### config.mk
export PLATFORM = sky130hd
export DESIGN_NAME = fir_linear_interpolator
export DESIGN_NICKNAME = d
export VERILOG_FILES = /design/src/rtl/fir_linear_interpolator.sv
export SDC_FILE = /design/constraint.sdc
export NUM_CORES = 1
export LEC_CHECK = 0
export BUFFER_PORTS_ARGS = -buffer_cell sky130_fd_sc_hd__buf_2
export CAP_MARGIN = 20
export CORE_MARGIN = 2
export CORE_UTILIZATION = 30
export CTS_CLUSTER_DIAMETER = 120
export DETAILED_ROUTE_END_ITERATION = 16
export GPL_TIMING_DRIVEN = 0
export PLACE_DENSITY = 0.56
export SLEW_MARGIN = 10
export SYNTH_ARGS = -nofsm -noshare
export SYNTH_HDL_FRONTEND = slang
export SYNTH_SLANG_ARGS = --single-unit
### constraint.sdc
create_clock -name clk -period 11.34 [get_ports clk]
set_clock_uncertainty 0.15 [all_clocks]
set_input_delay 0 -clock clk [delete_from_list [all_inputs] [get_ports clk]]
set_output_delay 0 -clock clk [all_outputs]
set_load 0.02 [all_outputs]
### src/rtl/fir_linear_interpolator.sv
// Linear-interpolation upsampler: each accepted sample produces L = 2^LOG2L outputs
// that ramp from the previous sample toward the new one (triangular kernel).
module fir_linear_interpolator #(
    parameter int N     = 16,
    parameter int LOG2L = 2
) (
    input  logic         clk,
    input  logic         reset,
    input  logic [N-1:0] in_data,
    input  logic         in_valid,
    output logic         in_ready,
    output logic [N-1:0] out_data,
    output logic         out_valid,
    input  logic         out_ready
);

    localparam int L = 1 << LOG2L;
    localparam logic [LOG2L-1:0] K_LAST = LOG2L'(L - 1);
    localparam int AW = N + LOG2L;

    // Valid/ready: a transfer happens on a rising edge where valid & ready are both high;
    // the source holds data until accepted, and out_data is stable while out_ready is low.
    typedef enum logic {
        IDLE = 1'b0,
        RUN  = 1'b1
    } state_t;

    state_t           state_q, state_d;
    logic [N-1:0]     x_prev_q, x_prev_d;
    logic [N-1:0]     x_cur_q, x_cur_d;
    logic [LOG2L-1:0] k_q, k_d;
    logic [N-1:0]     out_data_q, out_data_d;
    logic             out_valid_q, out_valid_d;

    logic out_fire;
    logic last_phase;

    // Weighted sum fits in N+LOG2L bits because the weights add up to exactly L.
    function automatic logic [N-1:0] blend(input logic [N-1:0] xp,
                                           input logic [N-1:0] xc,
                                           input logic [LOG2L-1:0] kk);
        logic [LOG2L:0] wk;
        logic [LOG2L:0] wp;
        logic [AW-1:0]  acc;
        wk  = {1'b0, kk};
        wp  = (LOG2L + 1)'(L) - wk;
        acc = AW'(xp) * AW'(wp) + AW'(xc) * AW'(wk);
        return N'(acc >> LOG2L);
    endfunction

    assign out_fire   = out_valid_q & out_ready;
    assign last_phase = (k_q == K_LAST);

    // Accepting on the last phase lets back-to-back bursts run without a bubble.
    assign in_ready  = (state_q == IDLE) | ((state_q == RUN) & last_phase & out_ready);
    assign out_data  = out_data_q;
    assign out_valid = out_valid_q;

    always_comb begin
        state_d     = state_q;
        x_prev_d    = x_prev_q;
        x_cur_d     = x_cur_q;
        k_d         = k_q;
        out_data_d  = out_data_q;
        out_valid_d = out_valid_q;
        case (state_q)
            IDLE: begin
                out_valid_d = 1'b0;
                if (in_valid) begin
                    x_cur_d     = in_data;
                    k_d         = '0;
                    out_data_d  = x_prev_q;
                    out_valid_d = 1'b1;
                    state_d     = RUN;
                end
            end
            RUN: begin
                if (out_fire) begin
                    if (!last_phase) begin
                        k_d        = k_q + LOG2L'(1);
                        out_data_d = blend(x_prev_q, x_cur_q, k_q + LOG2L'(1));
                    end else begin
                        x_prev_d = x_cur_q;
                        k_d      = '0;
                        if (in_valid) begin
                            // Phase 0 of the next burst is the sample just finished.
                            x_cur_d    = in_data;
                            out_data_d = x_cur_q;
                        end else begin
                            out_valid_d = 1'b0;
                            state_d     = IDLE;
                        end
                    end
                end
            end
            default: begin
                state_d     = IDLE;
                out_valid_d = 1'b0;
            end
        endcase
    end

    always_ff @(posedge clk or posedge reset) begin
        if (reset) begin
            state_q     <= IDLE;
            x_prev_q    <= '0;
            x_cur_q     <= '0;
            k_q         <= '0;
            out_data_q  <= '0;
            out_valid_q <= 1'b0;
        end else begin
            state_q     <= state_d;
            x_prev_q    <= x_prev_d;
            x_cur_q     <= x_cur_d;
            k_q         <= k_d;
            out_data_q  <= out_data_d;
            out_valid_q <= out_valid_d;
        end
    end

endmodule

==> reports/summary.json <==
{
  "groute.usage.overall": {"value": 14.6, "unit": "%"},
  "placeableCoreArea": {"value": 15300, "unit": "µm²"},
  "worst_path_required": {"value": 11350, "unit": "ps"},
  "fmax": {"value": 187, "unit": "MHz"},
  "critical-path-slowest-cell": {"value": "sky130_fd_sc_hd__fa_1"},
  "post_route_cells_drive_above_1_share": {"value": 16.7, "unit": "%"},
  "grt.overflow.total": {"value": 0},
  "grt_pass1_vias": {"value": 3827},
  "setup.worst_path.start": {"value": "k_q[0]"},
  "maxSlewHeadroom": {"value": 50.9, "unit": "%"},
  "antenna-diode-count": {"value": 0},
  "initial_utilization": {"value": 30.8, "unit": "%"},
  "dr.first_iter.drc_count": {"value": 187},
  "drt_pass1_iterations": {"value": 5},
  "grt_setup_unrepaired": {"value": "no"},
  "ys_warn_count": {"value": 0},
  "timing.max_cap.violations": {"value": 0},
  "ctsLongestPathBuffers": {"value": 2},
  "wire_length_of_the_first_global_routing_pass": {"value": 19.3, "unit": "mm"},
  "chipWidth": {"value": 129, "unit": "µm"},
  "r2r_setup_slack": {"value": 6000, "unit": "ps"},
  "critPathLaunchType": {"value": "flip-flop"},
  "drc": {"value": 0},
  "cts_inserted_buffers": {"value": 5},
  "numClockSinks": {"value": 52},
  "whs": {"value": 33.8, "unit": "ps"},
  "setup_tns": {"value": 0, "unit": "ps"},
  "die_area": {"value": 16800, "unit": "µm²"},
  "antenna_found_initial": {"value": 0},
  "maximum_number_of_pins_on_one_net_before_global_route_repair": {"value": 32},
  "post_dp_cell_area": {"value": 5190, "unit": "µm²"},
  "vias_per_cell": {"value": 4.74},
  "tmin_final": {"value": 5340, "unit": "ps"},
  "yosysSeqAreaShare": {"value": 27.5, "unit": "%"},
  "final_max_slew_viol_count": {"value": 0},
  "critical_path.endpoint_type": {"value": "flip-flop"},
  "rr_worst_depth": {"value": 16},
  "rows": {"value": 45},
  "place.detailed.hpwl": {"value": 9.44, "unit": "mm"},
  "path_cells": {"value": "ha_1 > clkbuf_1 > clkbuf_1 > nand2_1 > fa_1 > fa_1 > inv_1 > fa_1 > inv_1 > fa_1 > nor2b_4 > o311ai_2 > a31oi_2 > a31oi_2 > xnor2_1 > o221ai_1"},
  "finalCritPeriodShare": {"value": 47.1, "unit": "%"},
  "hold_depth": {"value": 4},
  "crit-reg2reg-capture": {"value": "out_data[15]"},
  "cpMostUsedCell": {"value": "sky130_fd_sc_hd__fa_1"},
  "cts.root.buffer_cell": {"value": "sky130_fd_sc_hd__clkbuf_16"},
  "ios": {"value": 38},
  "cp_slowest_stage_delay": {"value": 570, "unit": "ps"},
  "die_h": {"value": 129, "unit": "µm"},
  "run_status": {"value": "complete, no violations"},
  "layout.nets": {"value": 638},
  "io_buffers": {"value": 37},
  "syn-mean-instance-area": {"value": 9.68, "unit": "µm²"},
  "synthesized_instance_count": {"value": 488},
  "clkLatencyLatePin": {"value": 300, "unit": "ps"},
  "cp_max_fo": {"value": 10},
  "hold_class": {"value": "in2reg"},
  "ys_ff_latch": {"value": 52},
  "synthesis.area": {"value": 4720, "unit": "µm²"},
  "post-cts-setup-buffer-count": {"value": 0},
  "final-setup-viol-count": {"value": 0},
  "critical_path.endpoint": {"value": "out_data[15]"},
  "design_area": {"value": 5520, "unit": "µm²"},
  "timing_worst_slew_pin_value": {"value": 731, "unit": "ps"},
  "postSynth.asyncResetShare": {"value": 100, "unit": "%"},
  "placed_cells_incl_taps": {"value": 737},
  "finalWeightedCongestion": {"value": 0.866},
  "wl_per_cell": {"value": 15.0, "unit": "µm"},
  "synth_flop_cell": {"value": "sky130_fd_sc_hd__dfrtp_1"},
  "cts_max_level": {"value": 2},
  "clk_pin_slew_worst_paths": {"value": 70, "unit": "ps"},
  "worstPathArrival": {"value": 5350, "unit": "ps"},
  "routed_wl": {"value": 11.5, "unit": "mm"},
  "tritoncts": {"value": "yes"},
  "number_of_hold_slack_violations_in_the_final_timing_report": {"value": 0},
  "antenna_left": {"value": 0},
  "r2r-start": {"value": "k_q[0]"},
  "synth_fp_nets": {"value": 574},
  "post_synth_edffs": {"value": 0},
  "detailroute.via_count": {"value": 3613},
  "areaGrowthSynthToFinish": {"value": 17.0, "unit": "%"},
  "worstSetupPathType": {"value": "reg2reg"},
  "ys_types": {"value": 50},
  "stdcell_count": {"value": 763}
}
[sequential cells by signal, summed over array words and instances, names as in the netlist]
register   cells
x_cur_q       16
out_valid      1
k_q            2
state_q        1
out_data      16
x_prev_q      16
[routing by layer]
metal / wire length, µm / vias up / global-route usage, %
li1: - / 1757 / -
met1: 5150 / 1748 / 19.1
met2: 5550 / 98 / 25.3
met3: 599 / 10 / 2.06
met4: 182 / 0 / 4.11
met5: 0 / - / 0
[critical path: cells and delay by family (launching register included)]
kind | cells | cell delay, ps
buffers and inverters | 4 | 840
XOR/XNOR | 1 | 190
AND/OR/NAND/NOR | 2 | 300
AO/OA/AOI/OAI | 4 | 730
adder cells (fa/ha/maj) | 5 | 2460
flip-flops | 1 | 530
[synth_stat cells, types with 6 or more instances]
cell type / number / area share (%)
sky130_fd_sc_hd__and3_1: 6 / 0.79
sky130_fd_sc_hd__mux2_2: 32 / 7.6
sky130_fd_sc_hd__o221ai_1: 6 / 1.1
sky130_fd_sc_hd__clkbuf_1: 16 / 1.3
sky130_fd_sc_hd__inv_1: 62 / 4.9
sky130_fd_sc_hd__xnor2_1: 7 / 1.3
sky130_fd_sc_hd__nor2b_1: 16 / 2.1
sky130_fd_sc_hd__xor2_1: 6 / 1.1
sky130_fd_sc_hd__dfrtp_1: 52 / 28
sky130_fd_sc_hd__o21ai_0: 15 / 1.6
sky130_fd_sc_hd__nand2b_1: 15 / 2.0
sky130_fd_sc_hd__nand3_1: 7 / 0.74
sky130_fd_sc_hd__nor2_1: 18 / 1.4
sky130_fd_sc_hd__nand2_1: 32 / 2.5
sky130_fd_sc_hd__and2_1: 44 / 5.8
sky130_fd_sc_hd__a21oi_1: 29 / 3.1
sky130_fd_sc_hd__ha_1: 22 / 5.8
sky130_fd_sc_hd__fa_1: 44 / 19
[repair_timing]
| action | 4_1_cts | 5_1_grt |
|---|---|---|
| hold endpoints to repair | 72 | 0 |
| hold buffers | 19 | 0 |
| endpoints found under the setup margin | 0 | 0 |
| gates resized for setup | 0 | 0 |
[how the worst min path moves through the flow]
stage	slack (ps)	start	endpoint
CTS	10	out_ready	out_valid
floorplan	-30	in_valid	state_q
detailed placement	-90	reset	x_cur_q[4]
global route	70	out_ready	out_valid
finish	30	out_ready	out_valid
global placement	80	in_data[14]	x_cur_q[14]
[placed cells by master (no fill, tap or decap), drive strengths merged, types with 4 or more instances in the layout]
cell type / synthesis / routed
and3: 6 / 6
mux2: 32 / 32
fa: 44 / 44
nand2b: 15 / 15
buf: 3 / 41
nor2: 18 / 18
dlygate4sd3: 0 / 19
a22o: 4 / 4
o221ai: 6 / 6
ha: 22 / 22
xnor2: 7 / 7
nand2: 32 / 32
dfrtp: 52 / 52
and2: 44 / 44
xor2: 6 / 6
o21a: 4 / 4
o21ai: 18 / 18
o311ai: 5 / 5
nor2b: 17 / 17
inv: 62 / 63
nand3: 7 / 7
clkbuf: 17 / 22
a21oi: 29 / 29
[stage by stage]
stage / util [%] / setup slack (ps)
6_report: 36.1 / 6000
5_1_grt: 36.1 / 5700
4_1_cts: 36.1 / 5970
3_5_place_dp: 33.9 / 5990
3_3_place_gp: 33.8 / 6000
2_1_floorplan: - / 6700
[kinds of logic after synthesis]
| family | after synthesis | synth area share (%) |
|---|---|---|
| compound gates | 90 | 13.3 |
| xor+xnor | 13 | 2.41 |
| fa+ha+maj | 66 | 24.5 |
| buf+inv | 82 | 6.62 |
| flops | 52 | 27.5 |
| mux | 35 | 8.27 |
| simple gates | 150 | 17.4 |
[area by class of cell]
type                       count  area, µm²
buffer                        20       80.1
clock buffer                   5        125
clock inverter                 2       16.3
fill                        1570       9790
inverter                      62        233
multi-input combinational    354       3110
sequential                    52       1300
tap                          211        264
timing repair buffer          57        395
Power is left out: the tool's default activity adds up to more than one toggle a clock period on the data nets, which glitch-free logic cannot reach.
